## config.mk

```make
export PLATFORM = sky130hd
export DESIGN_NAME = pipeline_hazard_ctrl
export DESIGN_NICKNAME = d
export VERILOG_FILES = /design/src/rtl/mips_ctrl_pkg.sv /design/src/rtl/sat_counter.sv /design/src/rtl/pipeline_hazard_ctrl.sv
export SDC_FILE = /design/constraint.sdc
export NUM_CORES = 1
export LEC_CHECK = 0
export ABC_AREA = 1
export CAP_MARGIN = 10
export CELL_PAD_IN_SITES_DETAIL_PLACEMENT = 1
export CELL_PAD_IN_SITES_GLOBAL_PLACEMENT = 2
export CORE_MARGIN = 3
export CORE_UTILIZATION = 28
export CTS_BUF_LIST = sky130_fd_sc_hd__clkbuf_8
export CTS_CLUSTER_DIAMETER = 150
export DETAILED_ROUTE_END_ITERATION = 8
export GPL_TIMING_DRIVEN = 0
export PLACE_DENSITY = 0.77
export SLEW_MARGIN = 40
export SYNTH_ARGS = -nofsm -noshare
export SYNTH_HDL_FRONTEND = slang
export SYNTH_SLANG_ARGS = --single-unit
```

## constraint.sdc

```tcl
create_clock -name clk -period 2.9 [get_ports clk]
set_input_delay 0.58 -clock clk [delete_from_list [all_inputs] [get_ports clk]]
set_output_delay 0.58 -clock clk [all_outputs]
set_load 0.1 [all_outputs]
```

## src/rtl/mips_ctrl_pkg.sv

```systemverilog
// Shared encodings and helpers for the MIPS pipeline control blocks.
// Holds the hazard-sequencer states, register-zero constant and the IF/ID bubble.
package mips_ctrl_pkg;

  typedef enum logic [1:0] {
    RUN    = 2'd0,
    REFILL = 2'd1,
    RESUME = 2'd2
  } state_e;

  localparam logic [4:0]  REG_ZERO    = 5'd0;
  localparam logic [31:0] BUBBLE_INSN = 32'h0;

  // A load into $zero never creates a real dependency.
  function automatic logic load_use(input logic       mem_read,
                                    input logic [4:0] ld_rt,
                                    input logic [4:0] rs,
                                    input logic [4:0] rt);
    return mem_read && (ld_rt != REG_ZERO) && ((ld_rt == rs) || (ld_rt == rt));
  endfunction

endpackage

```

## src/rtl/sat_counter.sv

```systemverilog
// Saturating up-counter with a clear that overrides increment.
// Used for the debug performance counters of the hazard sequencer.
module sat_counter #(
  parameter int W = 32
) (
  input  logic         clk,
  input  logic         rst,
  input  logic         inc,
  input  logic         clr,
  output logic [W-1:0] count
);

  logic [W-1:0] count_q, count_d;

  always_comb begin
    count_d = count_q;
    if (clr) begin
      count_d = '0;
    end else if (inc && (count_q != '1)) begin
      count_d = count_q + 1'b1;
    end
  end

  always_ff @(posedge clk or posedge rst) begin
    if (rst) begin
      count_q <= '0;
    end else begin
      count_q <= count_d;
    end
  end

  assign count = count_q;

endmodule

```

## src/rtl/pipeline_hazard_ctrl.sv

```systemverilog
// Stall/flush sequencer for the 5-stage MIPS pipeline: load-use stalls,
// taken-branch flushes and the instruction-refill handshake on a fetch miss.
module pipeline_hazard_ctrl
  import mips_ctrl_pkg::*;
#(
  parameter int REFILL_TIMEOUT = 64,
  parameter int PERF_W         = 32
) (
  input  logic              clk,
  input  logic              rst,
  input  logic              if_hit,
  input  logic              mem_ready,
  input  logic [4:0]        id_rs,
  input  logic [4:0]        id_rt,
  input  logic              ex_mem_read,
  input  logic [4:0]        ex_rt,
  input  logic              mem_branch_taken,
  input  logic              perf_clr,
  output logic              pc_write,
  output logic              if_id_write,
  output logic              if_id_flush,
  output logic              id_ex_flush,
  output logic              ex_mem_flush,
  output logic              refill_req,
  output logic              refill_abort,
  output logic [PERF_W-1:0] stall_cycles,
  output logic [PERF_W-1:0] branch_flushes
);

  localparam logic [7:0] TIMER_LAST = 8'(REFILL_TIMEOUT - 1);

  state_e     state_q, state_d;
  logic [7:0] timer_q, timer_d;
  logic       refill_req_q, refill_req_d;
  logic       lu_hazard, timeout;
  logic       pc_write_c, if_id_write_c, if_id_flush_c;
  logic       id_ex_flush_c, ex_mem_flush_c, refill_abort_c;

  assign lu_hazard = load_use(ex_mem_read, ex_rt, id_rs, id_rt);
  assign timeout   = (timer_q == TIMER_LAST);

  always_ff @(posedge clk or posedge rst) begin
    if (rst) begin
      state_q      <= RUN;
      timer_q      <= '0;
      refill_req_q <= 1'b0;
    end else begin
      state_q      <= state_d;
      timer_q      <= timer_d;
      refill_req_q <= refill_req_d;
    end
  end

  // Timer is zero outside REFILL, so it is already cleared on every entry.
  always_comb begin
    state_d      = state_q;
    timer_d      = '0;
    refill_req_d = 1'b0;
    unique case (state_q)
      RUN: begin
        if (!mem_branch_taken && !if_hit) begin
          state_d      = REFILL;
          refill_req_d = 1'b1;
        end
      end
      REFILL: begin
        if (mem_branch_taken) begin
          state_d = RUN;
        end else if (mem_ready) begin
          state_d = RESUME;
        end else begin
          timer_d      = timeout ? 8'd0 : timer_q + 8'd1;
          refill_req_d = timeout;
        end
      end
      RESUME:  state_d = RUN;
      default: state_d = RUN;
    endcase
  end

  // A taken branch always reloads the PC so the redirect target is not lost.
  always_comb begin
    pc_write_c     = 1'b1;
    if_id_write_c  = 1'b1;
    if_id_flush_c  = 1'b0;
    id_ex_flush_c  = 1'b0;
    ex_mem_flush_c = 1'b0;
    refill_abort_c = 1'b0;
    unique case (state_q)
      RUN: begin
        if (mem_branch_taken) begin
          if_id_flush_c  = 1'b1;
          id_ex_flush_c  = 1'b1;
          ex_mem_flush_c = 1'b1;
        end else if (!if_hit) begin
          pc_write_c    = 1'b0;
          if_id_flush_c = 1'b1;
        end else if (lu_hazard) begin
          pc_write_c    = 1'b0;
          if_id_write_c = 1'b0;
          id_ex_flush_c = 1'b1;
        end
      end
      REFILL, RESUME: begin
        pc_write_c    = 1'b0;
        if_id_flush_c = 1'b1;
        if (mem_branch_taken) begin
          pc_write_c     = 1'b1;
          id_ex_flush_c  = 1'b1;
          ex_mem_flush_c = 1'b1;
          refill_abort_c = (state_q == REFILL);
        end
      end
      default: ;
    endcase
  end

  assign pc_write     = pc_write_c     & ~rst;
  assign if_id_write  = if_id_write_c  & ~rst;
  assign if_id_flush  = if_id_flush_c  & ~rst;
  assign id_ex_flush  = id_ex_flush_c  & ~rst;
  assign ex_mem_flush = ex_mem_flush_c & ~rst;
  assign refill_abort = refill_abort_c & ~rst;
  assign refill_req   = refill_req_q;

  sat_counter #(.W(PERF_W)) u_stall_cnt (
    .clk   (clk),
    .rst   (rst),
    .inc   (~pc_write_c),
    .clr   (perf_clr),
    .count (stall_cycles)
  );

  sat_counter #(.W(PERF_W)) u_branch_cnt (
    .clk   (clk),
    .rst   (rst),
    .inc   (mem_branch_taken),
    .clr   (perf_clr),
    .count (branch_flushes)
  );

endmodule

```

==> results of run 1 <==
==> per-layer routing <==
metal	part of all wire	global-route usage
met1	0.47	0.2262
met2	0.49	0.3075
met3	0.029	0.02342
met4	0.012	0.05083
met5	0	0
==> kinds of logic after synthesis <==
kind of cell	count (synthesis)	synth area share
XOR/XNOR	32	0.05185
AND/OR/NAND/NOR	514	0.4431
buffers and inverters	106	0.09005
AO/OA/AOI/OAI	48	0.05394
adder cells (fa/ha/maj)	6	0.01389
flip-flops	75	0.3472
==> worst max-delay path, stage by stage <==
cell	delay, ns
clkdlybuf4s50_1	0.58
inv_2	0.06
nand2_1	0.05
nand2_1	0.05
nor2_1	0.11
nand3_1	0.08
nand2_1	0.10
nand2_1	0.10
a211oi_2	0.21
buf_6	0.26
==> worst paths after layout <==
| path | end | slack [ns] | cells past startpoint |
|---|---|---|---|
| max in group asynchronous | u_stall_cnt.count[8] | 1.56 | 4 |
| min in group asynchronous | u_branch_cnt.count[6] | 0.71 | 2 |
| worst max-delay path | id_ex_flush | 0.14 | 10 |
| worst min register to register | timer_q[0] | 0.47 | 1 |
| worst max register to register | u_branch_cnt.count[11] | 0.48 | 9 |
| worst min-delay path | timer_q[0] | 0.47 | 1 |
==> power breakdown <==
part / total [mW] / internal, mW / switching [mW]
logic: 1.14 / 0.320 / 0.821
clock network: 0.776 / 0.347 / 0.429
registers: 1.12 / 1.08 / 0.0415
total: 3.04 / 1.75 / 1.29
==> cell type report <==
type | instances | area (um^2)
Buffer | 20 | 163.9
Clock buffer | 11 | 151.4
Clock inverter | 5 | 21.27
Fill cell | 2401 | 12250
Inverter | 86 | 326.6
Multi-Input combinational cell | 600 | 3060
Sequential cell | 75 | 1877
Tap cell | 260 | 325.3
Timing Repair Buffer | 95 | 659.4
==> cell usage in the layout, fill, tap and decap left out, types with 5 or more instances in the layout <==
cell type	Yosys	routed
nand2_1	216	216
nor2_1	117	117
dfrtp_1	75	75
inv_1	71	73
buf_2	5	73
nand3_1	63	63
nor3_1	33	32
nand4_1	26	26
nand2_2	25	25
clkdlybuf4s50_1	0	21
xor2_1	20	20
o21ai_0	17	17
inv_2	14	14
xnor2_1	12	12
clkbuf_8	0	11
o21ai_2	9	9
buf_6	5	8
o21ai_1	8	8
nor3_2	5	6
a21oi_1	7	6
ha_1	6	6
clkbuf_1	5	5
nor2_2	5	5
==> sequential cells by signal, summed over array words and instances, names as in the netlist <==
register and count:
u_branch_cnt.count 32, timer_q 8, state_q 2, u_stall_cnt.count 32
refill_req 1
==> metrics by stage <==
step	util	cell area, um^2	instances	TNS [ns]	worst slack (ns)
2_1_floorplan	-	5423	781	0	0.04298
5_1_grt	0.3497	6585	1152	-0.006718	-0.006718
4_1_cts	0.3487	6566	1152	0	0.04149
3_3_place_gp	0.3542	6669	1133	-4.700	-2.005
6_report	0.3497	6585	1152	0	0.1359
3_5_place_dp	0.3393	6389	1136	-0.004257	-0.004257
==> repair_timing <==
item,CTS,global route
setup endpoints to repair,2,3
resized for setup,2,6
endpoints found under the hold margin,0,0
==> out/qor.csv, run 1 <==
stage;metric;value;unit
outcome;status;completed;
setup_path;crit_path_end_kind;output pin;
cells_and_area;drive_gt1_frac;0.2040;
synth;ys_top_cells_by_count;216 x nand2_1, 117 x nor2_1, 75 x dfrtp_1, 71 x inv_1, 63 x nand3_1;
die;start_util;0.2870;
clock_tree;worstSkewPairLatency;0.38;ns
cells_and_area;n_antenna_cell;0;
sta;worst_hold_slack;0.4655;ns
route;routed_wl;17.84;mm
clock_tree;cts_hold_buf;0;
sta;rsz0062_at_grt;true;
sta;setup_violations;0;
route;remaining_drc_errors;0;
synth;synth_area_leader_cell;dfrtp_1;
grt;antenna_found_initial;0;
clock_tree;clockBufferDepth;2;
power;power_leakage;3.086;nW
sta;maxSlewViolCount;0;
setup_path;crit_type;input pin to output pin;
cells_and_area;nNetsFinal;915;
setup_path;cp.arrival;2.18;ns
cells_and_area;area_delta_synth_final;21.83;%
sta;finClkSkew;0.007456;ns
synth;yosys_warnings;0;
grt;grt_pass1_vias;5653;
sta;post-route-period-util;0.9531;
die;coreArea;18830;um^2
clock_tree;cts_tree;built;
synth;ys_seq_area_frac;0.3472;
power;p_per_area;461.5;nW/um^2
placement;place.gp.congestion;0.8172;
route;drt_iter0_markers;144;
clock_tree;cts_max_level;3;
sta;fin_crit;2.764;ns
synth;ys.flop_type;dfrtp_1;
synth;synth_edf_count;0;
clock_tree;cts_buffers;9;
synth;synth-seq-cells;75;
synth;syn-cell-area;5405;um^2
grt;grt_remaining_overflow;0;
sta;hold_viol;0;
synth;netlist_instances;781;
hold_path;min_path_type;flop to flop;
route;drtPass1Iterations;4;
synth;ys_async_sr_fraction;1.000;
clock_tree;cts_root_buf;clkbuf_8;
synth;yosysMostFrequentCell;nand2_1;
placement;portBuffers;92;
synth;netlist_top_cells_area;dfrtp_1 35%, nand2_1 15%, nor2_1 8.1%, nand3_1 5.8%, inv_1 4.9%;
route;ant_nets;0;
synth;syn_nets;809;
synth;synth.distinct_cells;45;
die;rows;50;
setup_path;r2r_start;u_branch_cnt.count[0];
clock_tree;postCtsSetupBuffers;0;
grt;grt_pass1_wl;30.04;mm
die;dieHeight;144.9;um
clock_tree;clkSinkCount;75;
sta;fmax;361.8;MHz
power;vdd_ir_drop_max;0.0002644;V
sta;worst-slew-pin-transition;0.6008;ns
placement;hpwl;14.17;mm
synth;synth.avg_cell_area;6.921;um^2
grt;grtUsageTotal;0.1754;
route;avgViaCountPerCell;4.639;
hold_path;min_from;timer_q[0];
die;die_area;21010;um^2
grt;grt_max_degree;25;
sta;max_slew_margin;0.5995;
die;die_width;144.9;um
die;ios;93;
clock_tree;clk_pin_slew;0.08;ns
setup_path;crit_required;2.32;ns
route;dr_total_vias;5344;
setup_path;cp-start-kind;input pin;
power;finalPower;3.039;mW
setup_path;cp-startpoint;ex_rt[4];
route;avgRoutedWirePerCell;15.49;um
synth;yosys.area.top_type_share;0.3472;
flow_run;max_cap_violations;0;
setup_path;cp_max_fo;4;
No activity file was read; power rests on OpenSTA's default activity.
==> run 2, diff against run 1 <==
--- a/config.mk
+++ b/config.mk
@@ -10,12 +10,14 @@
 export CELL_PAD_IN_SITES_DETAIL_PLACEMENT = 1
 export CELL_PAD_IN_SITES_GLOBAL_PLACEMENT = 2
 export CORE_MARGIN = 3
-export CORE_UTILIZATION = 28
+export CORE_UTILIZATION = 33
 export CTS_BUF_LIST = sky130_fd_sc_hd__clkbuf_8
 export CTS_CLUSTER_DIAMETER = 150
 export DETAILED_ROUTE_END_ITERATION = 8
+export DONT_BUFFER_PORTS = 1
 export GPL_TIMING_DRIVEN = 0
-export PLACE_DENSITY = 0.77
+export HOLD_SLACK_MARGIN = 0.1
+export PLACE_DENSITY = 0.75
 export SLEW_MARGIN = 40
 export SYNTH_ARGS = -nofsm -noshare
 export SYNTH_HDL_FRONTEND = slang
==> run 2 against run 1 <==
Compared with the run above: non-clock buffer count fell by 89; total power rose by 5.4%; sequential share of layout area rose by 3.3 points; die area fell by 15%; utilization rose by 3.7 points; setup slack improved by 0.030 ns; global-route usage rose by 2.8 points; register-to-register slack got worse by 0.14 ns; hold slack got worse by 0.087 ns.
==> out/qor.csv, run 2 (same netlist as run 1, synthesis figures left out) <==
stage;metric;value;unit;change
setup_path;worstPathCellList;inv_1 -> ha_1 -> inv_1 -> nor2_2 -> nand2_4 -> a21oi_4;;
sta;worst-slew-pin-transition;0.7213;ns;+0.1205 ns
cells_and_area;n_antenna_cell;0;;unchanged
grt;grt_remaining_overflow;0;;unchanged
route;avgRoutedWirePerCell;17.35;um;+12%
setup_path;crit_top_cell;inv_1;;
clock_tree;cts_root_buf;clkbuf_8;;
power;p_per_area;520.2;nW/um^2;+13%
clock_tree;cts_tree;built;;
setup_path;rrSetupSlack;0.34;ns;-0.14 ns
setup_path;r2r_start;u_branch_cnt.count[0];;
grt;grtUsageMet3;0.04164;;+0.01821
cells_and_area;seq_area;1958;um^2;+4.3%
clock_tree;cts_max_level;3;;unchanged
clock_tree;cts_buffers;9;;unchanged
die;die_width;134.0;um;-7.6%
clock_tree;clkSinkCount;75;;unchanged
grt;antenna_found_initial;0;;unchanged
route;avgViaCountPerCell;5.037;;+8.6%
sta;post-route-period-util;0.9427;;-0.01037
power;vdd_ir_drop_max;0.0002419;V;-8.5%
placement;portBuffers;0;;-100%
setup_path;slowest_stage;a21oi_4;;
sta;max_slew_margin;0.5180;;-0.08143
sta;rsz0062_at_grt;false;;
setup_path;crit_type;flop to output pin;;
route;remaining_drc_errors;0;;unchanged
setup_path;reg2regPathDepth;10;;+1
setup_path;cp.arrival;2.15;ns;-0.03 ns
sta;fin_crit;2.734;ns;-0.03009 ns
die;rows;46;;-8.0%
cells_and_area;nNetsFinal;826;;-9.7%
hold_path;min_from;mem_ready;;
cells_and_area;mostFrequentLayoutCell;nand2_1;;
clock_tree;worstSkewPairLatency;0.37;ns;about the same
sta;maxSlewViolCount;0;;unchanged
sta;setup_violations;0;;unchanged
cells_and_area;area_delta_synth_final;13.96;%;
placement;place_ws;0.1922;ns;+0.1964 ns
die;coreArea;15940;um^2;-15%
route;ant_nets;0;;unchanged
power;power_leakage;2.540;nW;-18%
route;dr_total_vias;5133;;-3.9%
cells_and_area;fillers;2057;;-14%
power;finalPower;3.204;mW;+5.4%
sta;hold_viol;0;;unchanged
grt;grt_use_met1;0.2390;;+0.01273
placement;hpwl;13.98;mm;-1.3%
grt;grt_max_degree;26;;+4.0%
grt;grt_pass1_vias;5549;;-1.8%
setup_path;cp-start-kind;flop;;
route;routed_wl;17.68;mm;-0.90%
cells_and_area;drive_gt1_frac;0.2291;;+0.02510
clock_tree;postCtsSetupBuffers;0;;unchanged
route;drt_iter0_markers;119;;-17%
sta;finClkSkew;0.01055;ns;+0.003090 ns
outcome;status;completed;;
cells_and_area;multi_input_area;3094;um^2;+1.1%
grt;grt.busiest_layer;met2;;
cells_and_area;final_cell_mix;216 x nand2_1, 114 x nor2_1, 70 x inv_1;;
die;dieHeight;134.0;um;-7.6%
clock_tree;clockBufferDepth;2;;unchanged
setup_path;crit_path_end_kind;output pin;;
flow_run;max_cap_violations;0;;unchanged
hold_path;min_path_type;input pin to flop;;
die;ios;93;;unchanged
setup_path;crit_required;2.32;ns;about the same
grt;grt_util_met2;0.3759;;+0.06840
hold_path;holdPathEnd;timer_q[4];;
clock_tree;clk_pin_slew;0.09;ns;about the same
die;start_util;0.3390;;+0.05199
setup_path;r2r_end;u_branch_cnt.count[28];;
sta;fmax;365.8;MHz;+1.1%
hold_path;worstHoldPathCells;3;;+2
sta;timing.final.ws_setup;0.1660;ns;+0.03008 ns
grt;grt_pass1_wl;29.17;mm;-2.9%
die;die_area;17950;um^2;-15%
placement;place.gp.congestion;0.8125;;-0.58%
setup_path;worst_path_largest_cell_delay;0.61;ns;+0.03 ns
route;drtPass1Iterations;4;;unchanged
grt;grtUsageTotal;0.2034;;+0.02795
setup_path;critical_path.top_delay_family;compound AO/OA/AOI/OAI gates;;
setup_path;cp_max_fo;6;;+2
setup_path;worstPathBufferInverterCount;2;;-1
[run 2: metrics by stage]
step                        util  TNS [ns]  hold WS [ns]  instances  instance area [um^2]
after global placement    0.3571    -1.067        0.4463        997                  5693
final                     0.3864         0        0.3783       1019                  6160
after detailed placement  0.3718         0        0.4651       1002                  5927
after global routing      0.3864         0        0.3802       1019                  6160
after CTS                 0.3860         0        0.3589       1019                  6155
after floorplan                -         0        0.4328        781                  5423
[run 2: repair_timing]
item,in CTS,in global routing
hold endpoints to repair,12,0
gates resized for setup,0,4
setup endpoints to repair,0,6
hold buffers,1,0
[run 2: how the worst max path moves through the flow]
| stage | startpoint | end | slack, ns | cells after the start |
|---|---|---|---|---|
| after floorplan | rst | if_id_write | 0.04 | 3 |
| after global placement | rst | if_id_write | -0.65 | 3 |
| after detailed placement | u_branch_cnt.count[0] | u_branch_cnt.count[11] | 0.19 | 9 |
| after CTS | rst | if_id_write | 0.04 | 4 |
| after global routing | state_q[1] | pc_write | 0.05 | 6 |
| final | state_q[1] | pc_write | 0.17 | 6 |
[run 2: cell type report]
cell class,count,area share
inverter,86,0.05302
timing repair buffer,6,0.02072
multi-input combinational,600,0.5023
tap,216,0.04388
clock inverter,7,0.01523
clock buffer,9,0.02011
buffer,20,0.02681
sequential,75,0.3179
[run 2: metal layers]
| layer | wire length, um | vias up |
|---|---|---|
| li1 | - | 2518 |
| met5 | 0 | - |
| met1 | 7458 | 2526 |
| met3 | 768 | 14 |
| met4 | 223 | 0 |
| met2 | 9234 | 75 |
[run 2: worst min-delay path: stages]
cell and delay [ns]:
nor2_1 0.04, nand2_1 0.06, a21oi_1 0.03
[run 2: where the power goes]
part           internal [mW]  total, mW  switching [mW]
clock network          0.484      0.944           0.461
logic                  0.294      0.979           0.686
registers               1.08       1.28           0.199
==> run 3, diff against run 2 <==
--- a/config.mk
+++ b/config.mk
@@ -17,7 +17,7 @@
 export DONT_BUFFER_PORTS = 1
 export GPL_TIMING_DRIVEN = 0
 export HOLD_SLACK_MARGIN = 0.1
-export PLACE_DENSITY = 0.75
+export PLACE_DENSITY = 0.84
 export SLEW_MARGIN = 40
 export SYNTH_ARGS = -nofsm -noshare
 export SYNTH_HDL_FRONTEND = slang
==> run 3 against run 2 <==
Compared with the run above: final cell count grew 0.20%; clock skew grew 0.0028 ns; via count grew 1.4%; maximum frequency shrank 2.3%; non-clock buffer count grew 2; design area is essentially flat; sequential share of layout area is essentially flat; sequential power is essentially flat; critical path depth shrank 2; die area is the same; routed wire length shrank 1.7%; utilization is essentially flat; largest power group unchanged.
==> out/qor.csv, run 3 (same netlist as run 1, synthesis figures left out) <==
stage;metric;value;unit;change
outcome;status;completed;;
route;dr_total_vias;5207;;+1.4%
clock_tree;cts_max_level;3;;unchanged
clock_tree;worstSkewPairLatency;0.38;ns;about the same
setup_path;worst_path_largest_cell_delay;0.63;ns;+0.02 ns
sta;setup_violations;0;;unchanged
die;rows;46;;unchanged
sta;fmax;357.3;MHz;-2.3%
placement;dpl_cell_area;5927;um^2;unchanged
setup_path;slowest_stage;inv_1;;
grt;grtUsageTotal;0.2007;;-0.002636
setup_path;crit_required;2.32;ns;about the same
power;seqPwrFrac;0.410;;+0.010
cells_and_area;area_delta_synth_final;13.98;%;about the same
die;die_area;17950;um^2;unchanged
setup_path;worstPathCellList;dlygate4sd3_1 -> clkinvlp_4 -> o31ai_1 -> inv_1;;
grt;grt_max_degree;24;;-7.7%
placement;place.gp.congestion;0.8257;;+1.6%
power;p_per_area;506.7;nW/um^2;-2.6%
power;p_int;1.779;mW;-4.3%
route;avgRoutedWirePerCell;17.02;um;-1.9%
setup_path;crit_type;input pin to output pin;;
die;start_util;0.3390;;unchanged
setup_path;worstPathBufferInverterCount;3;;+1
die;dieHeight;134.0;um;unchanged
power;power_frac_clock;0.276;;-0.019
sta;post-route-period-util;0.9650;;+0.02224
grt;antenna_found_initial;0;;unchanged
cells_and_area;n_antenna_cell;0;;unchanged
sta;max_slew_margin;0.4170;;-0.1011
power;vdd_ir_drop_max;0.0002177;V;-10%
die;ios;93;;unchanged
route;avgViaCountPerCell;5.100;;+1.2%
cells_and_area;finalNonFillerCells;1021;;+0.20%
cells_and_area;nNetsFinal;828;;+0.24%
sta;timing.final.ws_setup;0.1015;ns;-0.06449 ns
setup_path;cp-start-kind;input pin;;
cells_and_area;final_cell_mix;216 x nand2_1, 114 x nor2_1, 70 x inv_1;;
power;swShare;0.4300;;+0.01021
route;drt_iter0_markers;172;;+45%
setup_path;critical_path.top_delay_family;buffers and inverters;;
sta;hold_viol;0;;unchanged
sta;worst-slew-pin-transition;0.8751;ns;+0.1538 ns
clock_tree;clockBufferDepth;2;;unchanged
route;routed_wl;17.38;mm;-1.7%
die;die_width;134.0;um;unchanged
grt;grt_pass1_vias;5603;;+0.97%
placement;hpwl;13.72;mm;-1.9%
clock_tree;clk_pin_slew;0.09;ns;about the same
grt;grt_pass1_wl;29.04;mm;-0.43%
clock_tree;cts_tree;built;;
setup_path;cp_max_fo;10;;+4
sta;maxSlewViolCount;0;;unchanged
setup_path;rrSetupSlack;0.20;ns;-0.14 ns
route;ant_nets;0;;unchanged
sta;finClkSkew;0.01330;ns;+0.002758 ns
sta;fin_crit;2.798;ns;+0.06449 ns
cells_and_area;fin_area;6161;um^2;about the same
flow_run;max_cap_violations;0;;unchanged
power;power_leakage;2.526;nW;-0.57%
cells_and_area;drive_gt1_frac;0.2261;;-0.003054
cells_and_area;mostFrequentLayoutCell;nand2_1;;
placement;place_ws;0.2394;ns;+0.04726 ns
die;coreArea;15940;um^2;unchanged
clock_tree;cts_root_buf;clkbuf_8;;
route;drtPass1Iterations;4;;unchanged
power;p_comb_frac;0.314;;+0.008
clock_tree;cts_buffers;9;;unchanged
hold_path;min_path_type;input pin to flop;;
placement;portBuffers;0;;unchanged
setup_path;cp.arrival;2.22;ns;+0.07 ns
placement;dp_cells;1002;;unchanged
setup_path;crit_path_end_kind;output pin;;
sta;rsz0062_at_grt;false;;
route;remaining_drc_errors;0;;unchanged
grt;grt_remaining_overflow;0;;unchanged
power;p_sw;1.342;mW;-0.20%
clock_tree;clkSinkCount;75;;unchanged
==> run 3: final cells by class <==
class | instances | area [um^2]
Clock buffer | 9 | 123.9
Clock inverter | 7 | 77.57
Sequential cell | 75 | 1957
Inverter | 86 | 326.6
Timing Repair Buffer | 8 | 147.6
Multi-Input combinational cell | 600 | 3094
Buffer | 20 | 163.9
Fill cell | 2029 | 9782
Tap cell | 216 | 270.3
==> run 3: worst paths after layout <==
kind                                  startpoint                      to  cells after the start
min reg2reg                           timer_q[0]              timer_q[0]                      1
max                                          rst             if_id_write                      4
max reg2reg                u_branch_cnt.count[0]  u_branch_cnt.count[11]                      9
min in group asynchronous                    rst   u_branch_cnt.count[3]                      2
min                                    mem_ready              timer_q[4]                      3
max in group asynchronous                    rst   u_stall_cnt.count[28]                      3
==> run 3: metal layers <==
metal  global-route usage  wire, um  up-vias  part of all wire
li1                     -         -     2529                 -
met1               0.2351      7263     2552              0.42
met2               0.3577      8892      107              0.51
met3              0.06677       986       19             0.057
met4              0.04286       235        0             0.014
met5                    0         0        -                 0
==> run 3: power by group through the flow <==
| stage | Sequential, mW | Combinational [mW] | Clock (mW) |
|---|---|---|---|
| 2_1_floorplan | 1.29 | 0.726 | 0 |
| 3_3_place_gp | 1.30 | 0.882 | 0 |
| 3_5_place_dp | 1.30 | 0.988 | 0 |
| 4_1_cts | 1.28 | 0.991 | 0.899 |
| 5_1_grt | 1.29 | 1.07 | 0.943 |
| 6_report | 1.28 | 0.980 | 0.862 |
==> run 3: repair_timing <==
| action | 4_1_cts | 5_1_grt |
|---|---|---|
| gates resized for setup | 0 | 1 |
| hold buffers | 0 | 3 |
| endpoints found under the hold margin | 0 | 2 |
| setup buffers | 0 | 0 |
| setup endpoints to repair | 0 | 1 |
==> run 3: metrics by stage <==
step / total power [mW] / hold WS, ns / TNS [ns] / utilization
floorplan: 2.012 / 0.4328 / 0 / -
global placement: 2.177 / 0.4470 / -0.7433 / 0.3571
detailed placement: 2.289 / 0.4643 / 0 / 0.3718
CTS: 3.171 / 0.1042 / 0 / 0.3844
global route: 3.298 / 0.3551 / 0 / 0.3864
finish: 3.122 / 0.3768 / 0 / 0.3864
==> run 3: worst min-delay path: stages <==
cell and delay, ns:
nor2_1 0.04, nand2_1 0.06, a21oi_1 0.03
